==> src/rtl/sel_mux_reg.sv <==
// sel_mux_reg: N-input, W-bit registered multiplexer with valid/ready on
// every channel and a one-entry output register. MODE 0 passes the channel
// named by sel; MODE 1 arbitrates round-robin starting from an internal ptr.

// Per-channel request qualification. Each lane decides whether its channel
// is competing this cycle, and whether it sits at or above the round-robin
// pointer (first search pass).
module sel_mux_lane #(
    parameter int SEL_W = 2,
    parameter int MODE  = 0,
    parameter int IDX   = 0
) (
    input  logic             valid,
    input  logic [SEL_W-1:0] sel,
    input  logic [SEL_W-1:0] ptr,
    output logic             req,
    output logic             hi
);
    localparam logic [SEL_W-1:0] IDX_W = SEL_W'(IDX);

    // In explicit mode only the addressed channel competes; an out-of-range
    // sel matches no lane and therefore never grants.
    assign req = (MODE == 0) ? (valid && (sel == IDX_W)) : valid;
    assign hi  = (IDX_W >= ptr);
endmodule

module sel_mux_reg #(
    parameter int WIDTH  = 32,
    parameter int NUM_IN = 4,
    parameter int SEL_W  = 2,
    parameter int MODE   = 0
) (
    input  logic                    clk,
    input  logic                    rst,
    input  logic [NUM_IN*WIDTH-1:0] in_data,
    input  logic [NUM_IN-1:0]       in_valid,
    output logic [NUM_IN-1:0]       in_ready,
    input  logic [SEL_W-1:0]        sel,
    output logic [WIDTH-1:0]        out_data,
    output logic                    out_valid,
    input  logic                    out_ready,
    output logic [SEL_W-1:0]        out_src
);
    logic             accept;
    logic             xfer;
    logic [SEL_W-1:0] ptr;
    logic [NUM_IN-1:0] req;
    logic [NUM_IN-1:0] hi;
    logic             gnt_any;
    logic [SEL_W-1:0] gnt_idx;
    logic [WIDTH-1:0] sel_data;

    // Register can take a word when empty or when it is draining this cycle.
    assign accept = !out_valid || out_ready;
    assign xfer   = |in_ready;

    for (genvar g = 0; g < NUM_IN; g++) begin : g_lane
        sel_mux_lane #(
            .SEL_W (SEL_W),
            .MODE  (MODE),
            .IDX   (g)
        ) u_lane (
            .valid (in_valid[g]),
            .sel   (sel),
            .ptr   (ptr),
            .req   (req[g]),
            .hi    (hi[g])
        );
    end

    // Rotating priority: lowest requester at/above ptr wins; if none, lowest
    // requester overall (the wrapped second pass). Loops run high-to-low so
    // the last hit is the lowest index.
    always_comb begin
        gnt_any = 1'b0;
        gnt_idx = '0;
        for (int i = NUM_IN - 1; i >= 0; i--) begin
            if (req[i]) begin
                gnt_any = 1'b1;
                gnt_idx = SEL_W'(i);
            end
        end
        for (int i = NUM_IN - 1; i >= 0; i--) begin
            if (req[i] && hi[i]) begin
                gnt_idx = SEL_W'(i);
            end
        end
    end

    // One-hot ready for the granted channel and the matching data word.
    always_comb begin
        in_ready = '0;
        sel_data = '0;
        for (int i = 0; i < NUM_IN; i++) begin
            if (gnt_idx == SEL_W'(i)) begin
                sel_data    = in_data[i*WIDTH +: WIDTH];
                in_ready[i] = accept && gnt_any && !rst;
            end
        end
    end

    // Output register and round-robin pointer; empties on a drain with no
    // new word, holds everything on a stall.
    always_ff @(posedge clk) begin
        if (rst) begin
            out_valid <= 1'b0;
            out_data  <= '0;
            out_src   <= '0;
            ptr       <= '0;
        end else if (accept) begin
            if (xfer) begin
                out_valid <= 1'b1;
                out_data  <= sel_data;
                out_src   <= gnt_idx;
                if (MODE == 1) begin
                    ptr <= (gnt_idx == SEL_W'(NUM_IN - 1)) ? '0 : gnt_idx + 1'b1;
                end
            end else begin
                out_valid <= 1'b0;
            end
        end
    end
endmodule

==> config.mk <==
export PLATFORM = sky130hd
export DESIGN_NAME = sel_mux_reg
export DESIGN_NICKNAME = d
export VERILOG_FILES = /design/src/rtl/sel_mux_reg.sv
export SDC_FILE = /design/constraint.sdc
export NUM_CORES = 1
export LEC_CHECK = 0
export CORE_MARGIN = 2
export CORE_UTILIZATION = 32
export DETAILED_ROUTE_END_ITERATION = 8
export HOLD_SLACK_MARGIN = 0.03
export PLACE_DENSITY = 0.78
export SLEW_MARGIN = 20
export SYNTH_ARGS = -nofsm -noshare
export SYNTH_HDL_FRONTEND = slang
export SYNTH_HIERARCHICAL = 1
export SYNTH_SLANG_ARGS = --single-unit
==> constraint.sdc <==
create_clock -name clk -period 1.55 [get_ports clk]
set_input_delay 0.155 -clock clk [delete_from_list [all_inputs] [get_ports clk]]
set_output_delay 0.155 -clock clk [all_outputs]
set_load 0.02 [all_outputs]
; ---- Word level (Yosys, flattened, before mapping)
; Cells that the tools add are included.
[classes]
eq_ne = 6
muxes = 17
n_reduce_logical = 13
[ops]
columns = cell, n
row1 = $mux W32, 4
row2 = $mux W1, 9
row3 = $eq A2 B2 Y1 const B, 4
row4 = $mux W2, 4
row5 = $logic_and A1 B1 Y1, 6
row6 = $eq A2 B1 Y1 const B, 2
row7 = $logic_not A2 Y1, 2
row8 = $reduce_or A4 Y1, 1
row9 = $logic_not A1 Y1, 2
row10 = $reduce_and A2 Y1, 1
row11 = $logic_or A1 B1 Y1, 1
[totals]
register_bits = 35
inputBits = 137
output_inout_bits = 39
elab_cells = 39

; ---- Logic depth before layout (Yosys ltp)
[depth]
depth_word = 11
mapped_depth = 8
depth_no_buf = 6

; ---- Hierarchy
; Netlist, hierarchy kept.
[by_module_without_submodules]
columns = module, instances, cells_per_inst, area_per_inst_um2, seq_area_each_um2
row1 = sel_mux_reg, 1, 311, 2384.8, 700.7
row2 = sel_mux_lane at g_lane[1].u_lane ..., 2, 2, 12.5, 0.0
row3 = sel_mux_lane at g_lane[3].u_lane, 1, 3, 17.5, 0.0
row4 = sel_mux_lane at g_lane[0].u_lane, 1, 2, 16.3, 0.0

; ---- Least setup slack after synthesis
; OpenSTA, ideal clock, no wires.
[synth_timing]
path_type = in2out
start = in sel[1]
end = out in_ready[3]
arrival_time_ns = 1.470
required_time_ns = 1.395
slack_ns = -0.075
stages = 6
n_path_buf = 1
cell_sequence = and3b_1 buf_6 nor2b_4 o21ai_2 a221oi_4 nor2b_1
[synth_between]
elab_chain_len = 9
elab_cells_between_ends = 20
cone_classes = eq/ne: 4 / mux: 9 / reduce/logical: 7
[synth_rtl]
columns = element, line
row1 = from (decl), 38  ; input logic [SEL_W-1:0] sel,
row2 = $eq A2 B2 Y1, 23  ; assign req = (MODE == 0) ? (valid && (sel == IDX_W)) : valid;
row3 = $logic_and A1 B1 Y1, 23
row4 = $mux W1 (4 in a row), 78  ; if (req[i]) begin
row5 = $logic_and A1 B1 Y1 (2 in a row), 97  ; in_ready[i] = accept && gnt_any && !rst;
row6 = $mux W1 (*), 95  ; if (gnt_idx == SEL_W'(i)) begin
row7 = to (decl), 37  ; output logic [NUM_IN-1:0] in_ready,
; Mark *: on every way between the ends. The rest lies on a longest branch, timed or not.

; ---- Worst setup path in the final report
[layout_timing]
start = in sel[1]
end = out in_ready[1]
[layout_between]
elab_cells_between_ends = 20
cone_classes = eq/ne: 4 / mux: 9 / reduce/logical: 7
[layout_rtl]
columns = element, line
row1 = $eq A2 B1 Y1 (*), 23
row2 = $logic_and A1 B1 Y1 (*), 23
row3 = named net req[1], 47  ; logic [NUM_IN-1:0] req;
row4 = $mux W1 (2 in a row), 78
row5 = $logic_and A1 B1 Y1 (2 in a row), 97
row6 = $mux W1 (*), 95
; Mark *: on every way through the listed nets, which the timed path passes. The rest lies on a longest branch.

==> impl_metrics.json <==
{
  "outcome": "complete, but fails checks",
  "violations": "negative setup slack",
  "ff2ff_path_depth": 6,
  "globalRouteTotalUtil_pct": 24.4,
  "portBuffers": 175,
  "seq_area_frac_synth_pct": 28.7,
  "layout_commonest_cell": "clkdlybuf4s50_1",
  "coreArea_um2": 7330,
  "layout_common_cells": "164 x clkdlybuf4s50_1, 35 x dfxtp_1, 33 x a21oi_1",
  "combPwrFrac_pct": 46.3,
  "cts_tree": "built",
  "first_global_vias": 3433,
  "async_flop_share_pct": 0,
  "clk_latency_ns": 0.28,
  "drt_iter0_drc": 166,
  "p_leak_nw": 1.88,
  "antenna_cells": 0,
  "grt-ovfl-total": 0,
  "path_clk_slew_ns": 0.07,
  "die_w_um": 91.4,
  "p_switching_mw": 1.03,
  "dp_cells": 594,
  "areaGrowthSynthToFinish_pct": 99.8,
  "vias_per_cell": 5.43,
  "postCtsHoldBufs": 0,
  "ios": 176,
  "die_area_um2": 8350,
  "wire_per_inst_um": 17.5,
  "syn_area_um2": 2440,
  "path_max_fanout": 4,
  "num_rows": 31,
  "whs_path_depth": 2,
  "yosysWarnings": 6,
  "ys_ff_latch": 35,
  "max-clock-path-buffers": 2,
  "seqPwrFrac_pct": 33.3,
  "dp_hpwl_um": 7440,
  "grt_pass1_wl_um": 16400,
  "whs_ns": 0.458,
  "synth_cells": 320,
  "drv_cap": 0,
  "fmax_mhz": 596,
  "fin_worst_skew_ns": 0.00320,
  "finalHoldViolCount": 0,
  "power.internal_mw": 2.13,
  "required_ns": 1.39,
  "synth_cell_types": 46,
  "drc_errors": 0,
  "synthFlopType": "dfxtp_1",
  "h-tree-depth": 2,
  "maxSlewHeadroom_pct": 7.51,
  "fin_ws_ns": -0.128,
  "period_share_pct": 108,
  "worstSetupStartpointType": "input port",
  "synth_edf_count": 0,
  "final_nets": 655,
  "die_y_um": 91.4,
  "worst_pin_slew_ns": 1.39,
  "powerDensity_nw_per_um2": 646,
  "critPathKind": "input port to output port",
  "syn_area_per_cell_um2": 7.64,
  "worstPathArrival_ns": 1.52,
  "cts_buffers": 5,
  "setup_viol": 8,
  "wl_um": 10800,
  "finalCriticalPeriod_ns": 1.68,
  "reg2reg_slack_ns": 0.13,
  "final_layout_size_suffix_gt1_share_pct": 19.8,
  "dr.pass1.iters": 5,
  "grt_max_degree": 34,
  "rsz0062_at_grt": "true",
  "min_path_type": "register to register",
  "power_frac_clock_pct": 20.4,
  "ir_drop_mv": 0.334,
  "endpoint_kind": "output port",
  "start_util_pct": 33.3,
  "cts_root_buf": "clkbuf_8",
  "place_congestion": 0.790,
  "cts.sinks": 35,
  "layout.cells.non_filler": 618,
  "antenna_left": 0,
  "antenna_found_initial": 0,
  "maxSlewViolCount": 0,
  "switching_share_pct": 32.5,
  "num_vias": 3354
}
==> layer usage <==
layer	up-vias	wire length, µm	track usage [%]
met5	-	0	0
met4	0	259	8.33
met3	22	918	4.65
met2	200	5510	46.2
met1	1532	4120	26.8
li1	1600	-	-
==> registers in the layout, summed over array words and instances (netlist names) <==
register / count
out_data: 32
out_src: 2
out_valid: 1
==> critical path, cell delays in order <==
cell and delay [ns]:
buf_8 0.10, and3b_2 0.26, nor2b_4 0.19, o21ai_4 0.07, a221oi_4 0.39, and3_4 0.24
buf_6 0.11
==> final timing paths <==
check	startpoint	end
hold reg to reg	out_data[1]	out_data[1]
setup / recovery	sel[1]	in_ready[1]
hold / removal	out_data[1]	out_data[1]
setup reg to reg	out_valid	out_data[16]
==> through the flow <==
step | power, mW | setup slack (ns) | utilization, % | instance area, µm² | TNS, ns
floorplan | 1.63 | -0.0216 | - | 2460 | -0.0427
global placement | 2.33 | -1.00 | 60.3 | 4420 | -23.40
detailed placement | 2.35 | -1.03 | 60.3 | 4420 | -25.11
CTS | 3.09 | -0.109 | 64.4 | 4720 | -0.425
global route | 3.31 | -0.175 | 66.6 | 4880 | -1.82
finish | 3.16 | -0.128 | 66.6 | 4880 | -0.482
==> synth_stat cells (2+ instances only) <==
library cell / number / share of area, %
a21o_1: 9 / 2.8
and3_1: 24 / 6.1
a21oi_1: 35 / 7.2
o21ai_0: 37 / 7.6
a311oi_1: 9 / 3.2
o21ai_1: 4 / 0.82
a211oi_1: 22 / 6.8
buf_6: 5 / 2.3
buf_2: 9 / 1.8
o21ai_2: 2 / 0.72
nor2_1: 14 / 2.2
o31ai_1: 22 / 6.8
inv_1: 4 / 0.61
and3b_1: 2 / 0.72
buf_4: 2 / 0.61
o21a_1: 2 / 0.61
nand2_1: 32 / 4.9
clkbuf_1: 14 / 2.2
nand3_1: 9 / 1.8
conb_1: 2 / 0.31
mux2i_1: 2 / 0.82
dfxtp_1: 35 / 29
==> final cells by class <==
type | instances | area (µm²)
clock buffers | 7 | 76.3
flip-flops and latches | 35 | 701
well taps | 99 | 124
fillers | 573 | 2450
clock inverters | 1 | 5.00
repair buffers | 218 | 2230
multi-input cells | 254 | 1730
inverters | 4 | 15.0
==> power groups by stage <==
stage                     Combinational [mW]  Sequential (mW)  Clock [mW]
after global routing                    1.55             1.06       0.698
after CTS                               1.36             1.05       0.673
after global placement                  1.26             1.07           0
after floorplan                        0.445             1.19           0
final                                   1.46             1.05       0.643
after detailed placement                1.28             1.07           0
==> logic make-up after synthesis <==
kind of cell,synth area share (%)
other,0.307
and+or+nand+nor,20.1
AOI/OAI and AO/OA,42.4
DFF,28.7
muxes,0.819
buffers and inverters,7.68
==> repair_timing <==
item,CTS,global route
pin swaps,11,19
hold endpoints to repair,0,0
buffers inserted,11,2
endpoints found under the setup margin,38,33
cloned,1,3
resized for setup,75,43
(Power assumes the default switching activity.)
